## config.mk

```make
export PLATFORM = sky130hd
export DESIGN_NAME = alu_seq_flat
export DESIGN_NICKNAME = d
export VERILOG_FILES = /design/src/rtl/alu_pkg.sv /design/src/rtl/alu_seq_if.sv /design/src/rtl/alu_mul_iter.sv /design/src/rtl/alu_seq.sv /design/src/flat_wrapper.sv
export SDC_FILE = /design/constraint.sdc
export NUM_CORES = 1
export LEC_CHECK = 0
export BUFFER_PORTS_ARGS = -buffer_cell sky130_fd_sc_hd__buf_2
export CAP_MARGIN = 20
export CELL_PAD_IN_SITES_DETAIL_PLACEMENT = 1
export CELL_PAD_IN_SITES_GLOBAL_PLACEMENT = 1
export CORE_ASPECT_RATIO = 0.6
export CORE_MARGIN = 5
export CORE_UTILIZATION = 50
export DETAILED_ROUTE_END_ITERATION = 8
export GPL_TIMING_DRIVEN = 0
export PLACE_DENSITY = 0.9
export SYNTH_ARGS = -nofsm -noshare
export SYNTH_HDL_FRONTEND = slang
export SYNTH_SLANG_ARGS = --single-unit
```

## constraint.sdc

```tcl
create_clock -name clk -period 7.55 [get_ports clk]
set_clock_uncertainty 0.15 [all_clocks]
set_input_delay 0.755 -clock clk [delete_from_list [all_inputs] [get_ports clk]]
set_output_delay 0.755 -clock clk [all_outputs]
set_load 0.005 [all_outputs]
```

## src/rtl/alu_pkg.sv

```systemverilog
// rtl/alu_pkg.sv - shared opcodes, FSM states and flag-bank selects for alu_seq
// Optional feature macro: ALU_SEQ_MUL_EN (adds the MUL state encoding).
package alu_pkg;

   localparam logic [3:0] OP_PASS   = 4'd0;
   localparam logic [3:0] OP_NOT    = 4'd1;
   localparam logic [3:0] OP_ADD    = 4'd2;
   localparam logic [3:0] OP_SUB    = 4'd3;
   localparam logic [3:0] OP_AND    = 4'd4;
   localparam logic [3:0] OP_OR     = 4'd5;
   localparam logic [3:0] OP_NEG    = 4'd6;
   localparam logic [3:0] OP_NEGSEL = 4'd7;
   localparam logic [3:0] OP_XOR    = 4'd8;
   localparam logic [3:0] OP_SHL    = 4'd9;
   localparam logic [3:0] OP_SHR    = 4'd10;
   localparam logic [3:0] OP_SRA    = 4'd11;
   localparam logic [3:0] OP_MUL    = 4'd12;

   localparam logic BANK_NORMAL = 1'b0;
   localparam logic BANK_INTR   = 1'b1;

   typedef enum logic [1:0] {
      ST_IDLE = 2'd0,
      ST_EXEC = 2'd1
`ifdef ALU_SEQ_MUL_EN
      ,
      ST_MUL  = 2'd2
`endif
   } state_e;

endpackage

```

## src/rtl/alu_seq_if.sv

```systemverilog
// rtl/alu_seq_if.sv - request/result bundle between an ALU client and alu_seq
// Ports: master drives a, b, op, s_inm, interruption, start;
//        slave drives busy, done, y, carry, overflow, zero, carry_intr, zero_intr.
interface alu_seq_if #(
   parameter int WIDTH = 16
);
   logic [WIDTH-1:0] a;
   logic [WIDTH-1:0] b;
   logic [3:0]       op;
   logic             s_inm;
   logic             interruption;
   logic             start;
   logic             busy;
   logic             done;
   logic [WIDTH-1:0] y;
   logic             carry;
   logic             overflow;
   logic             zero;
   logic             carry_intr;
   logic             zero_intr;

   modport master (
      output a, b, op, s_inm, interruption, start,
      input  busy, done, y, carry, overflow, zero, carry_intr, zero_intr
   );

   modport slave (
      input  a, b, op, s_inm, interruption, start,
      output busy, done, y, carry, overflow, zero, carry_intr, zero_intr
   );
endinterface

```

## src/rtl/alu_mul_iter.sv

```systemverilog
// rtl/alu_mul_iter.sv - unsigned shift-add multiplier, one multiplier bit per cycle
// Ports: clk, reset_n (async active-low); start loads a/b; done pulses one cycle
//        after the WIDTH-th iteration; product holds the full 2*WIDTH result.
module alu_mul_iter #(
   parameter int WIDTH = 16
) (
   input  logic               clk,
   input  logic               reset_n,
   input  logic               start,
   input  logic [WIDTH-1:0]   a,
   input  logic [WIDTH-1:0]   b,
   output logic               done,
   output logic [2*WIDTH-1:0] product
);
   localparam int CW = $clog2(WIDTH + 1);

   logic [2*WIDTH-1:0] mcand;
   logic [WIDTH-1:0]   mplier;
   logic [CW-1:0]      cnt;
   logic               running;

   always_ff @(posedge clk or negedge reset_n) begin
      if (!reset_n) begin
         product <= '0;
         mcand   <= '0;
         mplier  <= '0;
         cnt     <= '0;
         running <= 1'b0;
         done    <= 1'b0;
      end else if (start) begin
         product <= '0;
         mcand   <= {{WIDTH{1'b0}}, a};
         mplier  <= b;
         cnt     <= CW'(WIDTH);
         running <= 1'b1;
         done    <= 1'b0;
      end else if (running) begin
         if (mplier[0]) begin
            product <= product + mcand;
         end
         mcand  <= mcand << 1;
         mplier <= mplier >> 1;
         cnt    <= cnt - CW'(1);
         // Last partial product lands on the same edge done is raised.
         if (cnt == CW'(1)) begin
            running <= 1'b0;
            done    <= 1'b1;
         end
      end else begin
         done <= 1'b0;
      end
   end
endmodule

```

## src/rtl/alu_seq.sv

```systemverilog
// rtl/alu_seq.sv - sequential ALU with start/busy/done handshake and two flag banks
// Ports: clk, reset_n (async active-low), bus (alu_seq_if.slave: operands, op,
//        s_inm, interruption, start in; busy, done, y and five flags out).
// Optional feature macro: ALU_SEQ_MUL_EN (op 12 = iterative MUL; reserved otherwise).
module alu_seq
   import alu_pkg::*;
#(
   parameter int WIDTH = 16
) (
   input  logic      clk,
   input  logic      reset_n,
   alu_seq_if.slave  bus
);
   localparam int SW = $clog2(WIDTH);
   localparam logic [WIDTH-1:0] MIN_NEG = {1'b1, {(WIDTH-1){1'b0}}};

   state_e           state;
   logic [WIDTH-1:0] a_r, b_r;
   logic [3:0]       op_r;
   logic             s_inm_r, intr_r;
   logic             busy_r, done_r;
   logic [WIDTH-1:0] y_r;
   logic             c_r, v_r, z_r, ci_r, zi_r;

   logic [WIDTH-1:0] res_y;
   logic             res_c, res_v, res_upd, finish;
   logic [WIDTH:0]   sum, shl_t, shr_t;
   logic [WIDTH-1:0] minuend, subtrahend, diff, neg_src;
   logic [SW-1:0]    sh;

`ifdef ALU_SEQ_MUL_EN
   logic               mul_start, mul_done;
   logic [2*WIDTH-1:0] product;

   assign mul_start = (state == ST_IDLE) && bus.start && (bus.op == OP_MUL);

   alu_mul_iter #(.WIDTH(WIDTH)) u_mul (
      .clk     (clk),
      .reset_n (reset_n),
      .start   (mul_start),
      .a       (bus.a),
      .b       (bus.b),
      .done    (mul_done),
      .product (product)
   );

   assign finish = (state == ST_EXEC) || ((state == ST_MUL) && mul_done);
`else
   assign finish = (state == ST_EXEC);
`endif

   always_comb begin
      sh         = b_r[SW-1:0];
      sum        = {1'b0, a_r} + {1'b0, b_r};
      minuend    = s_inm_r ? b_r : a_r;
      subtrahend = s_inm_r ? a_r : b_r;
      diff       = minuend - subtrahend;
      neg_src    = s_inm_r ? a_r : b_r;
      // Extra guard bit catches the last bit shifted out; it stays 0 for sh=0.
      shl_t      = {1'b0, a_r} << sh;
      shr_t      = {a_r, 1'b0} >> sh;
      res_y      = '0;
      res_c      = 1'b0;
      res_v      = 1'b0;
      res_upd    = 1'b1;
      case (op_r)
         OP_PASS: begin
            res_y = a_r;
            res_c = res_y[WIDTH-1];
         end
         OP_NOT: begin
            res_y = ~a_r;
            res_c = res_y[WIDTH-1];
         end
         OP_ADD: begin
            res_y = sum[WIDTH-1:0];
            res_c = sum[WIDTH];
            res_v = (a_r[WIDTH-1] == b_r[WIDTH-1]) && (sum[WIDTH-1] != a_r[WIDTH-1]);
         end
         OP_SUB: begin
            res_y = diff;
            res_c = minuend < subtrahend;
            res_v = (minuend[WIDTH-1] != subtrahend[WIDTH-1]) && (diff[WIDTH-1] != minuend[WIDTH-1]);
         end
         OP_AND: begin
            res_y = a_r & b_r;
            res_c = res_y[WIDTH-1];
         end
         OP_OR: begin
            res_y = a_r | b_r;
            res_c = res_y[WIDTH-1];
         end
         OP_XOR: begin
            res_y = a_r ^ b_r;
            res_c = res_y[WIDTH-1];
         end
         OP_NEG: begin
            res_y = -a_r;
            res_c = res_y[WIDTH-1];
            res_v = (a_r == MIN_NEG);
         end
         OP_NEGSEL: begin
            res_y = -neg_src;
            res_c = res_y[WIDTH-1];
            res_v = (neg_src == MIN_NEG);
         end
         OP_SHL: begin
            res_y = shl_t[WIDTH-1:0];
            res_c = shl_t[WIDTH];
         end
         OP_SHR: begin
            res_y = a_r >> sh;
            res_c = shr_t[0];
         end
         OP_SRA: begin
            res_y = $signed(a_r) >>> sh;
            res_c = shr_t[0];
         end
`ifdef ALU_SEQ_MUL_EN
         OP_MUL: begin
            res_y = product[WIDTH-1:0];
            res_v = |product[2*WIDTH-1:WIDTH];
            res_c = res_v;
         end
`else
         OP_MUL: begin
            res_upd = 1'b0;
         end
`endif
         default: begin
            res_upd = 1'b0;
         end
      endcase
   end

   always_ff @(posedge clk or negedge reset_n) begin
      if (!reset_n) begin
         state   <= ST_IDLE;
         busy_r  <= 1'b0;
         done_r  <= 1'b0;
         y_r     <= '0;
         c_r     <= 1'b0;
         v_r     <= 1'b0;
         z_r     <= 1'b0;
         ci_r    <= 1'b0;
         zi_r    <= 1'b0;
         a_r     <= '0;
         b_r     <= '0;
         op_r    <= OP_PASS;
         s_inm_r <= 1'b0;
         intr_r  <= BANK_NORMAL;
      end else begin
         done_r <= 1'b0;
         if (state == ST_IDLE) begin
            if (bus.start) begin
               a_r     <= bus.a;
               b_r     <= bus.b;
               op_r    <= bus.op;
               s_inm_r <= bus.s_inm;
               intr_r  <= bus.interruption;
               busy_r  <= 1'b1;
`ifdef ALU_SEQ_MUL_EN
               if (bus.op == OP_MUL) begin
                  state <= ST_MUL;
               end else begin
                  state <= ST_EXEC;
               end
`else
               state <= ST_EXEC;
`endif
            end
         end else if (finish) begin
            state  <= ST_IDLE;
            busy_r <= 1'b0;
            done_r <= 1'b1;
            y_r    <= res_y;
            if (res_upd) begin
               if (intr_r == BANK_INTR) begin
                  ci_r <= res_c;
                  zi_r <= (res_y == '0);
               end else begin
                  c_r <= res_c;
                  v_r <= res_v;
                  z_r <= (res_y == '0);
               end
            end
         end
      end
   end

   assign bus.busy       = busy_r;
   assign bus.done       = done_r;
   assign bus.y          = y_r;
   assign bus.carry      = c_r;
   assign bus.overflow   = v_r;
   assign bus.zero       = z_r;
   assign bus.carry_intr = ci_r;
   assign bus.zero_intr  = zi_r;
endmodule

```

## src/flat_wrapper.sv

```systemverilog
// flat-port wrapper written by rule: the top's interface ports become plain ports
module alu_seq_flat import alu_pkg::*;
#(
   parameter int WIDTH = 16
)
  (clk, reset_n, bus_a, bus_b, bus_op, bus_s_inm, bus_interruption, bus_start, bus_busy, bus_done, bus_y, bus_carry, bus_overflow, bus_zero, bus_carry_intr, bus_zero_intr);
  alu_seq_if #(.WIDTH(WIDTH)) bus_i ();
  input  logic clk;
  input  logic reset_n;
  input wire logic [$bits(bus_i.a)-1:0] bus_a;
  input wire logic [$bits(bus_i.b)-1:0] bus_b;
  input wire logic [$bits(bus_i.op)-1:0] bus_op;
  input wire logic [$bits(bus_i.s_inm)-1:0] bus_s_inm;
  input wire logic [$bits(bus_i.interruption)-1:0] bus_interruption;
  input wire logic [$bits(bus_i.start)-1:0] bus_start;
  output wire logic [$bits(bus_i.busy)-1:0] bus_busy;
  output wire logic [$bits(bus_i.done)-1:0] bus_done;
  output wire logic [$bits(bus_i.y)-1:0] bus_y;
  output wire logic [$bits(bus_i.carry)-1:0] bus_carry;
  output wire logic [$bits(bus_i.overflow)-1:0] bus_overflow;
  output wire logic [$bits(bus_i.zero)-1:0] bus_zero;
  output wire logic [$bits(bus_i.carry_intr)-1:0] bus_carry_intr;
  output wire logic [$bits(bus_i.zero_intr)-1:0] bus_zero_intr;
  assign bus_i.a = bus_a;
  assign bus_i.b = bus_b;
  assign bus_i.op = bus_op;
  assign bus_i.s_inm = bus_s_inm;
  assign bus_i.interruption = bus_interruption;
  assign bus_i.start = bus_start;
  assign bus_busy = bus_i.busy;
  assign bus_done = bus_i.done;
  assign bus_y = bus_i.y;
  assign bus_carry = bus_i.carry;
  assign bus_overflow = bus_i.overflow;
  assign bus_zero = bus_i.zero;
  assign bus_carry_intr = bus_i.carry_intr;
  assign bus_zero_intr = bus_i.zero_intr;
  alu_seq #(.WIDTH(WIDTH)) u_core (.clk(clk), .reset_n(reset_n), .bus(bus_i));
endmodule
```

# Yosys cells after proc, flatten, opt, wreduce, memory -nomap -nowiden
# Index checks and enable logic that the tools add are counted.
dict set report classes {
  order_cmp 1
  n_shift 4
  addsub 4
  eq_ne 19
  reduce_logical 13
  mux 14
  n_bitwise 6
}
# cell count
set op_table {}
lappend op_table {{16-bit one-hot mux with 12 select lines} 1}
lappend op_table {{16-bit equality test, second input constant} 2}
lappend op_table {{16-bit 2-to-1 mux} 2}
lappend op_table {{16-bit negator} 2}
lappend op_table {{16-bit by 16-bit adder with 17-bit output} 1}
lappend op_table {{16-bit by 4-bit left shift with 17-bit output} 1}
lappend op_table {{17-bit by 4-bit >> shifter with 1-bit output} 1}
lappend op_table {{16-bit AND} 1}
lappend op_table {{4-bit by 3-bit equality test with 1-bit output, second input constant} 4}
lappend op_table {{4-bit equality test, second input constant} 4}
lappend op_table {{16-bit zero test} 1}
lappend op_table {{16-bit less-than comparator} 1}
lappend op_table {{16-bit inverter} 1}
lappend op_table {{16-bit bitwise OR} 1}
lappend op_table {{16-bit by 4-bit >> shifter with 16-bit output} 1}
lappend op_table {{16-bit by 4-bit >>> shifter with 16-bit output} 1}
lappend op_table {{16-bit subtractor} 1}
lappend op_table {{16-bit XOR} 1}
lappend op_table {{12-bit OR reduction} 1}
lappend op_table {{1-bit one-hot mux with 11 select lines} 1}
lappend op_table {{4-bit by 2-bit equality test with 1-bit output, second input constant} 2}
lappend op_table {{4-bit AND reduction} 2}
lappend op_table {{1-bit 2-to-1 mux} 6}
lappend op_table {{2-bit 2-to-1 mux} 3}
lappend op_table {{13 further kinds} 19}
dict set report totals {
  in_bits 41
  ff_bits 63
  wordCells 75
  out_inout_bits 23
}

# Depth between registers and ports, before layout
# Gate-level depths: netlist (run 1).
dict set report depth {
  word_depth 5
  ltp_mapped 19
  depth_no_buf 13
}

# Worst setup path after synthesis (run 1)
# OpenSTA, ideal clock, no wires.
dict set report synth_path {
  path_kind {register -> register}
  from {reg u_core.s_inm_r}
  to {reg u_core.zi_r (netlist: u_core.bus.zero_intr)}
  setup_slack_ns 3.417
  path_buffers 6
  arrival_time_ns 3.879
  setup_time_ns 0.103
  synth_period_minus_slack_ns 4.133
  required_time_ns 7.297
  stages_incl_launch_ff 19
  path_cell_list {dfrtp_1 buf_4 buf_4 buf_4 buf_2 buf_2 buf_2 mux2i_1 ha_1 or4b_1 and2_1 nor4_1 xnor2_1 nor2_1 a211o_1 a221oi_2 and2_1 nand4_2 o41ai_2}
}
dict set report synth_via {
  elab_chain_len 4
  elab_cells_between_ends 6
  cone_classes {2 x add/sub; 3 x mux; 1 x reduce/logical}
}
# item line
set synth_lines {}
lappend synth_lines {{start, declared} alu_seq.sv:20} ;# logic s_inm_r, intr_r;
lappend synth_lines {{start signal, assigned} alu_seq.sv:159} ;# s_inm_r <= bus.s_inm;
lappend synth_lines {{16-bit 2-to-1 mux (on tied branches)} {alu_seq.sv:56, alu_seq.sv:58, alu_seq.sv:55}}
lappend synth_lines {{16-bit negator / 16-bit subtractor (equally long branches)} {alu_seq.sv:103, alu_seq.sv:57}}
lappend synth_lines {{16-bit one-hot mux with 12 select lines (*)} alu_seq.sv:66} ;# case (op_r)
lappend synth_lines {{16-bit zero test (*)} alu_seq.sv:180} ;# zi_r <= (res_y == '0);
lappend synth_lines {{end signal, assigned} alu_seq.sv:180}
lappend synth_lines {{end, declared} alu_seq.sv:23} ;# logic c_r, v_r, z_r, ci_r, zi_r;
# Every way passes the cells marked *; elsewhere a longest branch is shown, timed or not.
# A chain may end at the register's enable or synchronous reset.

# Worst setup path in the final report (run 1)
# Ends and elaborated chain as after synthesis.

==> run summary, run 1 <==
OUTCOME
-----------------------------------------------------------------------------------
Run status                                                             complete, no violations

TIMING
-----------------------------------------------------------------------------------
Max Transition Viols Final                                                        0
Count of endpoints failing hold in the final timing report                        0
Aggregate negative setup slack                                                 0 ns
Min cycle time layout                                                       6.15 ns
Endpoints failing setup                                                           0
Slew Limit Headroom                                                           20.2%
Slew at the pin with the worst max-slew slack                               1.20 ns
Fraction of the cycle the final worst path needs                              81.5%
Unrepaired setup endpoints after global routing                               false
Max Freq                                                                  0.163 GHz

POWER
-----------------------------------------------------------------------------------
Power density over cell area                                             265 mW/mm2
Leakage power figure                                                     0.00369 uW
Worst IR drop on VDD                                                       0.138 mV

CTS
-----------------------------------------------------------------------------------
Number of setup buffers added after CTS                                           0
Worst-skew pair later-pin latency                                           0.36 ns
# H-tree levels                                                                   3
Clock tree sinks                                                                 61
Root buffer cell                                                          clkbuf_16
CTS tree                                                                      built
CTS Buffer Depth                                                                  2
Total clock buffers created by CTS                                                9
Reg clk slew, reported paths                                                0.06 ns
Post-cts sizing count                                                             0
Hold_buf cts                                                                      0

SETUP PATH
-----------------------------------------------------------------------------------
Worst path max stage delay                                                  0.52 ns
Max stage delay cell, worst path                                             or4b_1
R2r startpoint                                                         u_core.s_inm_r$_DFFE_PN0P_
Crit Path Category                                                       reg -> reg
Worst reg2reg path endpoint                                            u_core.bus.zero_intr$_DFFE_PN0P_
Startpoint type of the worst setup path                                        flop
Kind of end point of the critical path                                         flop
Worst-path maximum fanout                                                        10
Critical Path, Cell by Cell                                            buf_4 > buf_4 > buf_4 > buf_2 > buf_2 > buf_2 > mux2i_1 > ha_1 > or4b_1 > nand3_1 > a21oi_1 > a2111oi_0 > o211ai_1 > nor4_1 > and4_1 > and4_1 > nand4_2 > o41ai_2
Kind of cell with the highest combined delay on the critical path      simple AND/OR/NAND/NOR gates
Required time reported for the critical path endpoint                       7.65 ns
Setup slack, reg-to-reg                                                     1.40 ns
Arrival time at the worst endpoint                                          6.25 ns
Number of cell instances on the worst register-to-register path                  18
Crit path buffers/inverters                                                       6

FLOORPLAN
-----------------------------------------------------------------------------------
Floorplan row count                                                              36
Die width                                                                    175 um
Core Footprint                                                           0.0162 mm2
Area enclosed by the die boundary                                        0.0192 mm2
Starting utilization of the core area                                         50.7%
Number of placed I/O pins                                                        64
Vertical die dimension                                                       109 um

GLOBAL ROUTE
-----------------------------------------------------------------------------------
First-pass GRT wire length                                                65,400 um
Initial antenna violation count                                                   3
Residual overflow from global routing                                             0
Total global-route track usage                                                46.9%
Pin count of the biggest net entering global routing                             62
Number of global-route vias before repair                                     9,695

ROUTE
-----------------------------------------------------------------------------------
Average wire per standard cell                                              33.8 um
Post-detailed-route DRC marker count                                              0
Violation count after the first detailed-route iteration                      1,788
Detailed-route wire length                                                45,200 um
Antenna Violating Nets Remaining                                                  0
Total number of vias                                                         10,156
Mean number of vias per cell                                                   7.59
First-pass iteration count of the detailed router                                 7

PLACE
-----------------------------------------------------------------------------------
Instance count after placement with tap cells included                        1,322
Final weighted congestion of routability-driven global placement               1.11
Detailed placer's ending HPWL                                             34,200 um
Number of buffers added on ports                                                 63

YOSYS
-----------------------------------------------------------------------------------
Synthesized Nets                                                              1,128
Number of standard cells after synthesis                                      1,048
Fraction of registers with async set or reset after synthesis                  100%
Most area-hungry cell type in the Yosys netlist                             dfrtp_1
Warning count from the yosys run                                                  0
Average size of a mapped cell                                              7.83 um2
Number of library cell types mapped by synthesis                                 89
Area share of the leading cell type in the synthesized netlist                18.6%
Number of enable-type register cells in the synthesized netlist                   0
Area contributors post-synth                                           dfrtp_1, mux4_2, mux2i_1
Register area share after synthesis                                           18.6%
Yosys reg bits                                                                   61
Most common flop cell mapped by yosys                                       dfrtp_1
Post-Synthesis Cell Area                                                0.00820 mm2

MIN PATH
-----------------------------------------------------------------------------------
Hold Crit Depth                                                                   0
Terminating pin of the worst hold path                                 u_core.bus.done$_DFF_PN0_
Worst hold start                                                       u_core.bus.busy$_DFFE_PN0P_
Worst min path class                                                     reg -> reg

LAYOUT
-----------------------------------------------------------------------------------
Filler cells                                                                  2,021
Antenna diode count                                                               0
Count of placed standard cells in the final layout, fillers left out          1,338
Nets                                                                          1,204
Layout Area Growth over Synthesis                                             10.9%
Share of post-route cells with drive strength above 1                         17.3%

JOB
-----------------------------------------------------------------------------------
# Max-Cap Violations                                                              0

-- where the power goes --
| group | total, uW | switching (uW) | internal, uW |
|---|---|---|---|
| clock | 448 | 183 | 264 |
| sequential | 465 | 70.9 | 394 |
| combinational | 1500 | 998 | 499 |
| total | 2410 | 1250 | 1160 |
-- worst register-to-register path: stages (launching register included) --
cell,delay (ns)
dfrtp_1,0.33
buf_4,0.18
buf_4,0.22
buf_4,0.23
buf_2,0.36
buf_2,0.37
buf_2,0.41
mux2i_1,0.37
ha_1,0.38
or4b_1,0.53
nand3_1,0.10
a21oi_1,0.07
a2111oi_0,0.33
o211ai_1,0.38
nor4_1,0.49
and4_1,0.33
and4_1,0.23
nand4_2,0.21
o41ai_2,0.39
-- through the flow --
step           hold WS [ns]  utilization [%]  worst slack (ns)  instance area [um2]  power, uW
5_1_grt               0.304             56.3              1.31                 9100       2460
2_1_floorplan         0.263                -              3.42                 8200       1330
3_5_place_dp          0.279             54.5              1.76                 8810       1840
6_report              0.296             56.3              1.40                 9100       2410
4_1_cts               0.292             56.3              1.72                 9100       2300
3_3_place_gp          0.269             54.3              1.95                 8780       1800
-- synthesized netlist by cell type, types with 4 or more instances --
cell / number
a211o_1: 5
a211oi_1: 22
a21o_1: 9
a21oi_1: 52
a221o_1: 4
a221oi_1: 12
a22o_1: 4
a22oi_1: 7
a31oi_1: 16
and2_1: 6
and3_1: 8
buf_1: 6
buf_2: 30
buf_4: 8
clkbuf_1: 47
clkinv_1: 5
dfrtp_1: 61
ha_1: 38
inv_1: 40
mux2_2: 21
mux2i_1: 48
mux4_2: 24
nand2_1: 104
nand2b_1: 18
nand3_1: 29
nand3b_1: 5
nand4_1: 8
nor2_1: 87
nor2b_1: 16
nor3_1: 34
nor4_1: 12
o211ai_1: 14
o21ai_0: 84
o221ai_1: 6
o22ai_1: 13
o32ai_1: 5
or2_2: 4
or3_1: 6
xnor2_1: 29
xor2_1: 12
-- state kept, by name, indices dropped and copies added (netlist names), 4 cells and up --
register / flops
u_core.a_r: 16
u_core.b_r: 16
u_core.bus.y: 16
u_core.op_r: 4
-- cells in the final DEF (no fill, tap or decap), types with 12 or more instances in the layout --
cell and count:
nand2_1 104, buf_2 92, nor2_1 87, o21ai_0 84, dfrtp_1 61, a21oi_1 52, clkbuf_1 49, mux2i_1 48
inv_1 40, ha_1 38, nor3_1 33, nand3_1 29, xnor2_1 29, mux4_2 24, a211oi_1 22, mux2_2 21
nand2b_1 18, nor2b_1 16, a31oi_1 16, o211ai_1 14, o22ai_1 13, nor4_1 12, xor2_1 12, a221oi_1 12
-- how the worst max path moves through the flow --
stage,startpoint,to,slack (ns),depth (start not counted)
2_1_floorplan,u_core.s_inm_r$_DFFE_PN0P_,u_core.bus.zero_intr$_DFFE_PN0P_,3.42,18
3_3_place_gp,u_core.s_inm_r$_DFFE_PN0P_,u_core.bus.zero_intr$_DFFE_PN0P_,1.95,18
3_5_place_dp,u_core.s_inm_r$_DFFE_PN0P_,u_core.bus.zero_intr$_DFFE_PN0P_,1.76,18
4_1_cts,u_core.s_inm_r$_DFFE_PN0P_,u_core.bus.zero_intr$_DFFE_PN0P_,1.72,18
5_1_grt,u_core.s_inm_r$_DFFE_PN0P_,u_core.bus.zero_intr$_DFFE_PN0P_,1.31,18
6_report,u_core.s_inm_r$_DFFE_PN0P_,u_core.bus.zero_intr$_DFFE_PN0P_,1.40,18
-- kinds of logic (layout without fill, tap and decap cells) --
family	Yosys count	after routing	synth area share, %
simple gates	363	363	22.1
compound gates	309	309	25.9
buf+inv	141	222	7.40
mux	94	94	15.6
flops	61	61	18.6
xor+xnor	41	41	4.38
fa+ha+maj	39	39	6.04
-- area by class of cell --
cell class | instances | area, um2 | share of cell area, %
multi-input cells | 846 | 6070 | 66.8
flip-flops and latches | 61 | 1530 | 16.8
clock inverters | 4 | 47.5 | 0.522
inverters | 47 | 176 | 1.94
clock buffers | 12 | 246 | 2.71
well taps | 209 | 262 | 2.87
plain buffers | 94 | 430 | 4.73
repair buffers | 65 | 337 | 3.70
-- routing by layer --
metal | wire length [um] | GRT usage [%]
met5 | 61 | 0
met4 | 2050 | 17.0
met3 | 8590 | 28.0
met2 | 16700 | 62.3
met1 | 17900 | 62.0
No activity file was read; power rests on OpenSTA's default activity.
==> inputs of run 2 (changes only) <==
--- a/config.mk
+++ b/config.mk
@@ -5,16 +5,17 @@
 export SDC_FILE = /design/constraint.sdc
 export NUM_CORES = 1
 export LEC_CHECK = 0
+export ABC_AREA = 1
 export BUFFER_PORTS_ARGS = -buffer_cell sky130_fd_sc_hd__buf_2
 export CAP_MARGIN = 20
 export CELL_PAD_IN_SITES_DETAIL_PLACEMENT = 1
 export CELL_PAD_IN_SITES_GLOBAL_PLACEMENT = 1
 export CORE_ASPECT_RATIO = 0.6
 export CORE_MARGIN = 5
-export CORE_UTILIZATION = 50
+export CORE_UTILIZATION = 43
 export DETAILED_ROUTE_END_ITERATION = 8
 export GPL_TIMING_DRIVEN = 0
-export PLACE_DENSITY = 0.9
+export PLACE_DENSITY = 0.85
 export SYNTH_ARGS = -nofsm -noshare
 export SYNTH_HDL_FRONTEND = slang
 export SYNTH_SLANG_ARGS = --single-unit
==> constraint.sdc (replaced) <==
create_clock -name clk -period 6.05 [get_ports clk]
set_clock_uncertainty 0.15 [all_clocks]
set_input_delay 0.605 -clock clk [delete_from_list [all_inputs] [get_ports clk]]
set_output_delay 0.605 -clock clk [all_outputs]
set_load 0.005 [all_outputs]
==> run summary, run 2 <==
LAYOUT
--------------------------------------------------------------------------------
Multi-input combinational cell area                                  0.00575 mm2   was 0.00607 mm2
Share of post-route cells with drive strength above 1                      11.7%   was 17.3%
Layout Area Growth over Synthesis                                          11.0%   was 10.9%
Register Area                                                        0.00153 mm2   unchanged
Filler cells                                                               2,784   was 2,021
Final core utilization                                                     48.1%   was 56.3%
Nets                                                                       1,616   was 1,204
Commonest non-fill, non-tap cell in the layout                           nand2_1   unchanged
Leading cell types in the layout, fill and taps excluded            nand2_1, nand3_1, nor2_1, inv_1, o21ai_0   was nand2_1, buf_2, nor2_1, o21ai_0, dfrtp_1

ROUTE
--------------------------------------------------------------------------------
Mean number of vias per cell                                                6.11   was 7.59
Violation count after the first detailed-route iteration                   1,634   was 1,788
Post-detailed-route DRC marker count                                           0   unchanged
First-pass iteration count of the detailed router                              5   was 7
Detailed-route wire length                                             43,700 um   was 45,200 um
Average wire per standard cell                                           24.4 um   was 33.8 um
Total number of vias                                                      10,926   was 10,156
Antenna Violating Nets Remaining                                               0   unchanged

SETUP PATH
--------------------------------------------------------------------------------
Critical Path, Cell by Cell                                         inv_1 > buf_2 > buf_1 > ha_1 > inv_1 > nand2_1 > nand3_2 > nand2_1 > nand2_1 > nand2_1 > nand3_1 > nand3b_1 > nor2_1 > nand3_1 > nor2_1 > nand3_1 > nand2_1   was buf_4 > buf_4 > buf_4 > buf_2 > buf_2 > buf_2 > mux2i_1 > ha_1 > or4b_1 > nand3_1 > a21oi_1 > a2111oi_0 > o211ai_1 > nor4_1 > and4_1 > and4_1 > nand4_2 > o41ai_2
Worst-path maximum fanout                                                     10   unchanged
Arrival time at the worst endpoint                                       4.36 ns   was 6.25 ns
Crit Path Category                                                    reg -> reg   unchanged
Kind of cell with the highest combined delay on the critical path   simple AND/OR/NAND/NOR gates   unchanged
Cell type with the highest occurrence count on the critical path         nand2_1
Max stage delay cell, worst path                                           buf_1   was or4b_1
Startpoint type of the worst setup path                                     flop   unchanged
Kind of end point of the critical path                                      flop   unchanged
Crit path buffers/inverters                                                    4   was 6
Required time reported for the critical path endpoint                    6.19 ns   was 7.65 ns
Setup slack, reg-to-reg                                                  1.83 ns   was 1.40 ns
Number of cell instances on the worst register-to-register path               17   was 18
Total number of cells along the worst setup path                              17   was 18
Worst path max stage delay                                               0.62 ns   was 0.52 ns

YOSYS
--------------------------------------------------------------------------------
Post-Synthesis Cell Area                                             0.00817 mm2   was 0.00820 mm2
Count leader, synth                                                      nand2_1   unchanged
Fraction of registers with async set or reset after synthesis               100%   unchanged
Commonest cells in the synthesized netlist                          nand2_1, nand3_1, nor2_1   was nand2_1, nor2_1, o21ai_0
Number of standard cells after synthesis                                   1,462   was 1,048
Average size of a mapped cell                                           5.59 um2   was 7.83 um2
Yosys reg bits                                                                61   unchanged
Area share of the leading cell type in the synthesized netlist             23.7%   was 18.6%
Register area share after synthesis                                        18.7%   was 18.6%
Area contributors post-synth                                        nand2_1, dfrtp_1, nand3_1   was dfrtp_1, mux4_2, mux2i_1
Number of enable-type register cells in the synthesized netlist                0   unchanged
Warning count from the yosys run                                               0   unchanged
Synthesized Nets                                                           1,542   was 1,128
Most common flop cell mapped by yosys                                    dfrtp_1   unchanged
Most area-hungry cell type in the Yosys netlist                          nand2_1   was dfrtp_1
Number of library cell types mapped by synthesis                              49   was 89

CTS
--------------------------------------------------------------------------------
Clock tree sinks                                                              61   unchanged
CTS tree                                                                   built   unchanged
Root buffer cell                                                       clkbuf_16   unchanged
Reg clk slew, reported paths                                             0.05 ns   was 0.06 ns
CTS Buffer Depth                                                               2   unchanged
Post-cts sizing count                                                          0   unchanged
Worst-skew pair later-pin latency                                        0.36 ns   about the same
Hold_buf cts                                                                   0   unchanged
Number of setup buffers added after CTS                                        0   unchanged
# H-tree levels                                                                3   unchanged
Total clock buffers created by CTS                                             9   unchanged

TIMING
--------------------------------------------------------------------------------
Fraction of the cycle the final worst path needs                           69.7%   was 81.5%
Endpoints failing setup                                                        0   unchanged
Smallest hold slack                                                     0.164 ns   was 0.296 ns
Slew at the pin with the worst max-slew slack                            1.24 ns   was 1.20 ns
Aggregate negative setup slack                                              0 ns   unchanged
Slew Limit Headroom                                                        17.3%   was 20.2%
Max Freq                                                               0.237 GHz   was 0.163 GHz
Worst setup slack after layout                                           1.83 ns   was 1.40 ns
Min cycle time layout                                                    4.22 ns   was 6.15 ns
Unrepaired setup endpoints after global routing                            false   unchanged
Max Transition Viols Final                                                     0   unchanged
Count of endpoints failing hold in the final timing report                     0   unchanged

POWER
--------------------------------------------------------------------------------
Cell internal pwr                                                        1260 uW   was 1160 uW
Net switching component of the power                                     1500 uW   was 1250 uW
Clock power share                                                          17.9%   was 18.6%
Power density over cell area                                          304 mW/mm2   was 265 mW/mm2
Switching Share                                                            54.5%   was 52.0%
Leakage power figure                                                  0.00472 uW   was 0.00369 uW
Worst IR drop on VDD                                                    0.210 mV   was 0.138 mV
Sequential power share                                                     21.0%   was 19.3%
Combinational Power Share                                                  61.0%   was 62.1%
Post-route total power                                                   2760 uW   was 2410 uW

GLOBAL ROUTE
--------------------------------------------------------------------------------
Number of global-route vias before repair                                 10,370   was 9,695
Total global-route track usage                                             39.5%   was 46.9%
Initial antenna violation count                                                0   was 3
Residual overflow from global routing                                          0   unchanged
Pin count of the biggest net entering global routing                          62   unchanged
First-pass GRT wire length                                             64,900 um   was 65,400 um

PLACE
--------------------------------------------------------------------------------
Worst setup slack after placement                                        2.10 ns   was 1.76 ns
Final weighted congestion of routability-driven global placement            1.05   was 1.11
Number of buffers added on ports                                              63   unchanged
Detailed placer's ending HPWL                                          35,600 um   was 34,200 um

FLOORPLAN
--------------------------------------------------------------------------------
Starting utilization of the core area                                      43.4%   was 50.7%
Die width                                                                 188 um   was 175 um
Floorplan row count                                                           39   was 36
Vertical die dimension                                                    117 um   was 109 um
Number of placed I/O pins                                                     64   unchanged
Core Footprint                                                        0.0188 mm2   was 0.0162 mm2
Area enclosed by the die boundary                                     0.0220 mm2   was 0.0192 mm2

MIN PATH
--------------------------------------------------------------------------------
Worst min path class                                                 in -> async   was reg -> reg

OUTCOME
--------------------------------------------------------------------------------
Run status                                                          complete, no violations   unchanged

JOB
--------------------------------------------------------------------------------
# Max-Cap Violations                                                           0   unchanged

run 2: cell types whose count changed after synthesis, sizes merged, moves of 19 or more:
cell,change
nand2,+427
nand3,+179
inv,+98
nor2,+72
mux2i,-49
o21ai,+41
xnor2,-29
clkbuf,-27
mux4,-24
a211oi,-22
nor3,-19
run 2: power groups by stage:
| stage | Combinational (uW) | Clock (uW) | Sequential, uW |
|---|---|---|---|
| after global placement | 1560 | 0 | 572 |
| after floorplan | 1020 | 0 | 564 |
| after detailed placement | 1600 | 0 | 581 |
| after global routing | 1810 | 516 | 588 |
| final | 1680 | 495 | 581 |
| after CTS | 1610 | 493 | 576 |
run 2: layout make-up:
| type | instances | share of cell area [%] |
|---|---|---|
| sequential | 61 | 16.8 |
| inverter | 140 | 5.82 |
| buffer | 66 | 4.07 |
| clock inverter | 4 | 0.276 |
| tap | 246 | 3.39 |
| antenna | 1 | 0.0276 |
| timing repair buffer | 63 | 3.50 |
| multi-input combinational | 1195 | 63.4 |
| clock buffer | 11 | 2.68 |
run 2: cells by family after synthesis:
logic type	synth area share (%)
xor+xnor	0.107
flops	18.7
compound gates	13.2
fa+ha+maj	6.06
buf+inv	11.0
mux	1.79
simple gates	49.2
run 2: metal layers:
layer / part of all wire (%) / track usage, % / wire length [um]
met5: 0 / 0 / 0
met1: 45 / 57.8 / 19700
met2: 37 / 52.9 / 16200
met3: 15 / 16.1 / 6600
met4: 2.7 / 11.2 / 1180
run 2: stage by stage:
step	cell area [um2]	std cells
2_1_floorplan	8170	1462
3_3_place_gp	8790	1771
3_5_place_dp	8800	1771
4_1_cts	9060	1786
5_1_grt	9060	1786
6_report	9070	1787
run 2: final timing paths:
path,startpoint,end
setup reg to reg,u_core.b_r[2]$_DFFE_PN0P_,u_core.bus.zero$_DFFE_PN0P_
max in group asynchronous,reset_n,u_core.b_r[9]$_DFFE_PN0P_
min in group clk,bus_a[0],u_core.a_r[0]$_DFFE_PN0P_
hold reg to reg,u_core.bus.overflow$_DFFE_PN0P_,u_core.bus.overflow$_DFFE_PN0P_
hold / removal,reset_n,u_core.a_r[1]$_DFFE_PN0P_
setup / recovery,u_core.b_r[2]$_DFFE_PN0P_,u_core.bus.zero$_DFFE_PN0P_
